<file path="config.mk">
export PLATFORM = sky130hd
export DESIGN_NAME = axil_fifo_endpoint
export DESIGN_NICKNAME = d
export VERILOG_FILES = /design/src/rtl/axil_fifo_endpoint.sv
export SDC_FILE = /design/constraint.sdc
export NUM_CORES = 1
export LEC_CHECK = 0
export BUFFER_PORTS_ARGS = -buffer_cell sky130_fd_sc_hd__buf_2
export CAP_MARGIN = 15
export CORE_ASPECT_RATIO = 1.5
export CORE_MARGIN = 2
export CORE_UTILIZATION = 30
export DETAILED_ROUTE_END_ITERATION = 7
export GPL_ROUTABILITY_DRIVEN = 1
export HOLD_SLACK_MARGIN = 0.05
export PLACE_DENSITY = 0.48
export SYNTH_ARGS = -nofsm -noshare
export SYNTH_HDL_FRONTEND = slang
export SYNTH_SLANG_ARGS = --single-unit
export TNS_END_PERCENT = 1
</file>
<file path="constraint.sdc">
create_clock -name aclk -period 6.7 [get_ports aclk]
set_input_delay 0.335 -clock aclk [delete_from_list [all_inputs] [get_ports aclk]]
set_output_delay 0.335 -clock aclk [all_outputs]
set_load 0.05 [all_outputs]
</file>
<file path="src/rtl/axil_fifo_endpoint.sv">
// axil_fifo_endpoint: AXI-Lite register window that bridges host accesses
// onto a TX and an RX 32-bit valid/ready stream with occupancy and ISR.

module axil_fifo_endpoint_fifo #(
    parameter int DEPTH_P = 16,
    parameter int CW_P    = $clog2(DEPTH_P) + 1
) (
    input  logic            clk_i,
    input  logic            rst_ni,
    input  logic            push_i,
    input  logic [31:0]     data_i,
    input  logic            pop_i,
    output logic [31:0]     head_o,
    output logic [CW_P-1:0] cnt_o
);
    localparam int AW_L = $clog2(DEPTH_P);

    logic [31:0]     mem_q [DEPTH_P];
    logic [AW_L-1:0] wptr_q;
    logic [AW_L-1:0] rptr_q;
    logic [CW_P-1:0] cnt_q;

    always_ff @(posedge clk_i or negedge rst_ni) begin
        if (!rst_ni) begin
            wptr_q <= '0;
            rptr_q <= '0;
            cnt_q  <= '0;
        end else begin
            if (push_i) wptr_q <= wptr_q + 1'b1;
            if (pop_i)  rptr_q <= rptr_q + 1'b1;
            if (push_i != pop_i)
                cnt_q <= push_i ? cnt_q + 1'b1 : cnt_q - 1'b1;
        end
    end

    always_ff @(posedge clk_i) begin
        if (push_i) mem_q[wptr_q] <= data_i;
    end

    assign head_o = mem_q[rptr_q];
    assign cnt_o  = cnt_q;
endmodule

module axil_fifo_endpoint #(
    parameter int FIFO_DEPTH_P = 16
) (
    input  logic        aclk,
    input  logic        aresetn,
    input  logic [31:0] s_awaddr,
    input  logic        s_awvalid,
    output logic        s_awready,
    input  logic [31:0] s_wdata,
    input  logic [3:0]  s_wstrb,
    input  logic        s_wvalid,
    output logic        s_wready,
    output logic [1:0]  s_bresp,
    output logic        s_bvalid,
    input  logic        s_bready,
    input  logic [31:0] s_araddr,
    input  logic        s_arvalid,
    output logic        s_arready,
    output logic [31:0] s_rdata,
    output logic [1:0]  s_rresp,
    output logic        s_rvalid,
    input  logic        s_rready,
    output logic        tx_v_o,
    output logic [31:0] tx_data_o,
    input  logic        tx_ready_i,
    input  logic        rx_v_i,
    input  logic [31:0] rx_data_i,
    output logic        rx_ready_o
);
    localparam int CW_L = $clog2(FIFO_DEPTH_P) + 1;
    localparam logic [CW_L-1:0] DEPTH_C = CW_L'(FIFO_DEPTH_P);
    localparam logic [9:0] IDX_TX  = 10'd0;
    localparam logic [9:0] IDX_VAC = 10'd1;
    localparam logic [9:0] IDX_RXD = 10'd2;
    localparam logic [9:0] IDX_RXO = 10'd3;
    localparam logic [9:0] IDX_ISR = 10'd4;
    localparam logic [1:0] OKAY    = 2'b00;
    localparam logic [1:0] SLVERR  = 2'b10;

    typedef enum logic [1:0] {IDLE, HAVE_AW, HAVE_W, RESP} wr_state_e;

    wr_state_e   wstate_q;
    logic        awready_q, wready_q, bvalid_q, arready_q, rvalid_q;
    logic [1:0]  bresp_q, rresp_q;
    logic [9:0]  awidx_q;
    logic [31:0] wdata_q, rdata_q;
    logic [3:0]  wstrb_q;
    logic [2:0]  isr_q;
    logic        rx_ready_q;

    logic            aw_hs, w_hs, ar_hs, wr_fire;
    logic [9:0]      wr_idx, rd_idx;
    logic [31:0]     wr_data, rd_data;
    logic [3:0]      wr_strb;
    logic [1:0]      wr_resp, rd_resp;
    logic            tx_push, tx_pop, tx_full, rx_push, rx_pop;
    logic            set_ovf, set_unf, set_strb;
    logic [2:0]      isr_clr;
    logic [31:0]     tx_head, rx_head;
    logic [CW_L-1:0] tx_cnt, rx_cnt, rx_cnt_nx;
    logic            addr_unused;

    assign addr_unused = ^{s_awaddr[31:12], s_awaddr[1:0],
                           s_araddr[31:12], s_araddr[1:0]};

    assign aw_hs   = s_awvalid & awready_q;
    assign w_hs    = s_wvalid & wready_q;
    assign ar_hs   = s_arvalid & arready_q;
    assign wr_idx  = aw_hs ? s_awaddr[11:2] : awidx_q;
    assign wr_data = w_hs ? s_wdata : wdata_q;
    assign wr_strb = w_hs ? s_wstrb : wstrb_q;
    // Second of the two address/data handshakes triggers the action.
    assign wr_fire = (aw_hs | (wstate_q == HAVE_AW))
                   & (w_hs | (wstate_q == HAVE_W));
    assign rd_idx  = s_araddr[11:2];
    assign tx_full = (tx_cnt == DEPTH_C);
    assign tx_v_o  = (tx_cnt != '0);
    assign tx_pop  = tx_v_o & tx_ready_i;
    assign rx_push = rx_v_i & rx_ready_q;

    always_comb begin
        tx_push  = 1'b0;
        set_ovf  = 1'b0;
        set_strb = 1'b0;
        isr_clr  = 3'b000;
        wr_resp  = OKAY;
        if (wr_fire) begin
            unique case (1'b1)
                wr_idx == IDX_TX: begin
                    if (wr_strb != 4'hF) begin
                        set_strb = 1'b1;
                        wr_resp  = SLVERR;
                    end else if (tx_full) begin
                        set_ovf = 1'b1;
                        wr_resp = SLVERR;
                    end else begin
                        tx_push = 1'b1;
                    end
                end
                wr_idx == IDX_VAC, wr_idx == IDX_RXD,
                wr_idx == IDX_RXO: wr_resp = OKAY;
                wr_idx == IDX_ISR: isr_clr = wr_data[2:0];
                default:           wr_resp = SLVERR;
            endcase
        end
    end

    always_comb begin
        rd_data = '0;
        rd_resp = OKAY;
        rx_pop  = 1'b0;
        set_unf = 1'b0;
        unique case (1'b1)
            rd_idx == IDX_VAC: rd_data = 32'(DEPTH_C - tx_cnt);
            rd_idx == IDX_RXD: begin
                if (rx_cnt != '0) begin
                    rd_data = rx_head;
                    rx_pop  = ar_hs;
                end else begin
                    rd_resp = SLVERR;
                    set_unf = ar_hs;
                end
            end
            rd_idx == IDX_RXO: rd_data = 32'(rx_cnt);
            rd_idx == IDX_ISR: rd_data = {29'd0, isr_q};
            default:           rd_resp = SLVERR;
        endcase
    end

    assign rx_cnt_nx = rx_cnt + CW_L'(rx_push) - CW_L'(rx_pop);

    always_ff @(posedge aclk or negedge aresetn) begin
        if (!aresetn) begin
            wstate_q  <= IDLE;
            awready_q <= 1'b0;
            wready_q  <= 1'b0;
            bvalid_q  <= 1'b0;
            bresp_q   <= OKAY;
            awidx_q   <= '0;
            wdata_q   <= '0;
            wstrb_q   <= '0;
        end else begin
            if (aw_hs) awidx_q <= s_awaddr[11:2];
            if (w_hs) begin
                wdata_q <= s_wdata;
                wstrb_q <= s_wstrb;
            end
            unique case (wstate_q)
                RESP: begin
                    if (s_bready) begin
                        wstate_q  <= IDLE;
                        bvalid_q  <= 1'b0;
                        awready_q <= 1'b1;
                        wready_q  <= 1'b1;
                    end
                end
                default: begin
                    if (wr_fire) begin
                        wstate_q  <= RESP;
                        bvalid_q  <= 1'b1;
                        bresp_q   <= wr_resp;
                        awready_q <= 1'b0;
                        wready_q  <= 1'b0;
                    end else if (aw_hs) begin
                        wstate_q  <= HAVE_AW;
                        awready_q <= 1'b0;
                        wready_q  <= 1'b1;
                    end else if (w_hs) begin
                        wstate_q  <= HAVE_W;
                        awready_q <= 1'b1;
                        wready_q  <= 1'b0;
                    end else if (wstate_q == IDLE) begin
                        awready_q <= 1'b1;
                        wready_q  <= 1'b1;
                    end
                end
            endcase
        end
    end

    always_ff @(posedge aclk or negedge aresetn) begin
        if (!aresetn) begin
            arready_q  <= 1'b0;
            rvalid_q   <= 1'b0;
            rdata_q    <= '0;
            rresp_q    <= OKAY;
            isr_q      <= '0;
            rx_ready_q <= 1'b0;
        end else begin
            if (ar_hs) begin
                rvalid_q  <= 1'b1;
                arready_q <= 1'b0;
                rdata_q   <= rd_data;
                rresp_q   <= rd_resp;
            end else if (rvalid_q && s_rready) begin
                rvalid_q  <= 1'b0;
                arready_q <= 1'b1;
            end else begin
                arready_q <= ~rvalid_q;
            end
            // A new error event outranks a same-cycle W1C of that bit.
            isr_q      <= (isr_q & ~isr_clr) | {set_strb, set_unf, set_ovf};
            rx_ready_q <= (rx_cnt_nx != DEPTH_C);
        end
    end

    axil_fifo_endpoint_fifo #(.DEPTH_P(FIFO_DEPTH_P), .CW_P(CW_L)) u_tx (
        .clk_i  (aclk),
        .rst_ni (aresetn),
        .push_i (tx_push),
        .data_i (wr_data),
        .pop_i  (tx_pop),
        .head_o (tx_head),
        .cnt_o  (tx_cnt)
    );

    axil_fifo_endpoint_fifo #(.DEPTH_P(FIFO_DEPTH_P), .CW_P(CW_L)) u_rx (
        .clk_i  (aclk),
        .rst_ni (aresetn),
        .push_i (rx_push),
        .data_i (rx_data_i),
        .pop_i  (rx_pop),
        .head_o (rx_head),
        .cnt_o  (rx_cnt)
    );

    assign s_awready  = awready_q;
    assign s_wready   = wready_q;
    assign s_bvalid   = bvalid_q;
    assign s_bresp    = bresp_q;
    assign s_arready  = arready_q;
    assign s_rvalid   = rvalid_q;
    assign s_rdata    = rdata_q;
    assign s_rresp    = rresp_q;
    assign tx_data_o  = tx_v_o ? tx_head : '0;
    assign rx_ready_o = rx_ready_q;
endmodule

</file>
==> flow_summary.json <==
{
  "status": "finished, final reports clean",
  "cp-end-kind": "flip-flop",
  "nets": 2496,
  "synth_ff_type": "edfxtp_1",
  "cts_setup_buffers": 0,
  "finalHoldViolations": 0,
  "critPathKind": "reg -> reg",
  "drv_slew": 0,
  "tightest_slew_ns": 1.07,
  "synth_warnings": 0,
  "drt_iter0_drc": 1627,
  "slew_headroom_pct": 27.7,
  "syn_area_per_cell_um2": 21.7,
  "die_w_um": 317,
  "clk_latency_ns": 0.72,
  "drv_cap": 0,
  "ios": 216,
  "wl_met2_um": 56100,
  "crit_path_start_kind": "flip-flop",
  "drive_gt1_share_pct": 33.0,
  "die_h_um": 474,
  "skew_ns": 0.0320,
  "synth_top_area_share_pct": 69.6,
  "viasPerCell": 4.87,
  "core_area_um2": 146000,
  "synth-async-reset-ratio_pct": 10.3,
  "ys_seq_area_share_pct": 76.2,
  "yosys.area.top_type": "edfxtp_1",
  "cts_tree": "done",
  "cts-root-buf": "clkbuf_16",
  "grt_pass1_vias": 22800,
  "fmax_ghz": 0.225,
  "critPathMaxFanout": 19,
  "synth_xor_area_share_pct": 0.597,
  "slowest_stage": "nor4_1",
  "post-route-period-util_pct": 66.3,
  "yosys-top-cells-count": "edfxtp_1 (1024), mux4_2 (288), dfrtp_1 (117)",
  "crit_chain": "nor4_1 -> nand3_1 -> o2bb2ai_1 -> nor4b_4 -> nand3_1 -> nor2_4 -> buf_4",
  "ant_nets": 0,
  "cts_max_path_buffers": 3,
  "path_buf_inv": 1,
  "crit_top_cell": "nand3_1",
  "synthMuxAreaShare_pct": 15.8,
  "slowest_delay_ns": 0.92,
  "grtUsageTotal_pct": 14.8,
  "synth_top_family_by_area": "multiplexers",
  "wl_met1_um": 46200,
  "htreeDepth": 3,
  "leakage_nw": 16.8,
  "area_growth_pct": 18.1,
  "yosys.area_share.simple_pct": 2.63,
  "total_power_w": 0.0209,
  "hold_path_class": "in -> reg",
  "synth-compound-area-share_pct": 2.66,
  "irDropWorstVdd_mv": 0.331,
  "start_util_pct": 30.2,
  "cp.required_ns": 7.06,
  "path_delay_family": "simple AND/OR/NAND/NOR gates",
  "drc": 0,
  "yosysMostFrequentCell": "edfxtp_1",
  "hpwlAfterDp_um": 62000,
  "synth-edff-count": 1024,
  "synth_area_um2": 44200,
  "ys_types": 57,
  "grt_pass1_wl_um": 161000,
  "firstDrtPassIters": 5,
  "vias": 21200,
  "yosys-top-cells-area": "edfxtp_1 (70%), mux4_2 (15%), dfrtp_1 (6.6%)",
  "ys_ff_latch": 1141,
  "met3_length_um": 7130,
  "gp_congestion": 0.766,
  "powerDensity_nw_per_um2": 400,
  "totalNegativeSetupSlack_ns": 0,
  "cts_made_buffers": 111,
  "synth_fa_ha_area_share_pct": 0.843,
  "dieArea_um2": 150000,
  "routed_wl_um": 112000,
  "clock_sinks": 1141,
  "cp_data_arrival_time_ns": 4.80,
  "grt_overflow_total": 0,
  "setup_violations": 0,
  "grt_setup_unrepaired": "no",
  "highest_layer": "met5",
  "io_buffer_count": 169,
  "clkTransAtPathRegs_ns": 0.07,
  "wl_per_cell_um": 25.7,
  "grt_start_max_net_pins": 83,
  "syn_inst": 2037,
  "rows": 172,
  "antenna_found_initial": 21,
  "finalCriticalPeriod_ns": 4.44
}
[worst reg2reg max path, delay by kind of cell (launching register included)]
kind                   cells  cell delay (ns)
AO/OA/AOI/OAI              1             0.23
buffers and inverters      1             0.44
flip-flops                 1             0.38
AND/OR/NAND/NOR            5             3.04
[final cells by class]
type,instances,area [µm²]
flip-flops and latches,1141,33700
diodes,9,22.5
inverters,25,96.3
clock inverters,64,774
fillers,13600,94100
clock buffers,146,3110
multi-input cells,765,10200
repair buffers,283,1900
well taps,1914,2390
[what timing repair did]
item                                   4_1_cts  5_1_grt
resized for setup                            0        0
hold buffers                                58        0
endpoints found under the hold margin      603        0
[power by group]
group	total (W)	switching, W	leakage [nW]	internal [W]
registers	0.00928	0.000434	10.6	0.00885
logic	0.00500	0.00316	4.27	0.00184
clock network	0.00663	0.00267	1.90	0.00395
[metal layers]
layer	track usage, %	vias up
met3	3.56	152
li1	-	9045
met2	25.4	569
met4	4.28	20
met1	18.7	11400
met5	0	-
[worst paths after layout]
check	start	to	slack [ns]	cells past startpoint
setup reg to reg	awidx_q[3]	u_tx.mem_q[12][9]	2.26	7
hold reg to reg	awidx_q[8]	awidx_q[8]	0.48	2
min in group asynchronous	aresetn	wdata_q[10]	0.23	2
hold / removal	s_araddr[2]	s_rdata[2]	0.1	4
setup / recovery	awidx_q[3]	u_tx.mem_q[12][9]	2.26	7
max in group asynchronous	aresetn	u_rx.rptr_q[1]	4.88	3
[metrics by stage]
stage / instances / instance area (µm²) / utilization (%) / hold WS, ns / setup WS [ns]
after floorplan: 2038 / 44200 / - / 0.0394 / 1.19
after global placement: 4069 / 47700 / 32.6 / 0.409 / 2.09
after detailed placement: 4069 / 47700 / 32.6 / 0.419 / 2.04
after CTS: 4337 / 52200 / 35.7 / 0.0510 / 2.18
after global routing: 4343 / 52200 / 35.7 / 0.0936 / 1.95
final: 4347 / 52200 / 35.7 / 0.0989 / 2.26
[cell families after synthesis]
kind of cell               Yosys count
AOI/OAI and AO/OA                  142
xor gates and xnor gates            28
adders and majority gates           28
buffers and inverters              132
DFF                               1141
muxes                              333
other                                1
and+or+nand+nor                    232
[registers in the layout, summed over array words and instances (netlist names), 4 cells and up]
signal,flops
u_rx.mem_q,512
u_tx.mem_q,512
s_rdata,32
wdata_q,32
awidx_q,10
u_rx.cnt_o,5
u_tx.cnt_o,5
u_rx.rptr_q,4
u_rx.wptr_q,4
u_tx.rptr_q,4
u_tx.wptr_q,4
wstrb_q,4
[layout by cell type, fill, tap and decap left out, drive strengths merged, types with 14 or more instances in the layout]
cell / netlist / final
dlygate4sd3: 0 / 58
clkbuf: 60 / 146
a221oi: 32 / 32
a211oi: 27 / 27
clkinv: 1 / 40
mux2: 43 / 43
xnor2: 22 / 22
inv: 24 / 28
ha: 25 / 25
and2: 40 / 40
buf: 47 / 225
bufinv: 0 / 18
mux4: 288 / 288
a22o: 27 / 27
o21ai: 15 / 15
nand2: 70 / 70
edfxtp: 1024 / 1024
dfrtp: 117 / 117
nor2: 62 / 62
a21oi: 14 / 14
nor3: 17 / 17
No activity file was read; power rests on OpenSTA's default activity.
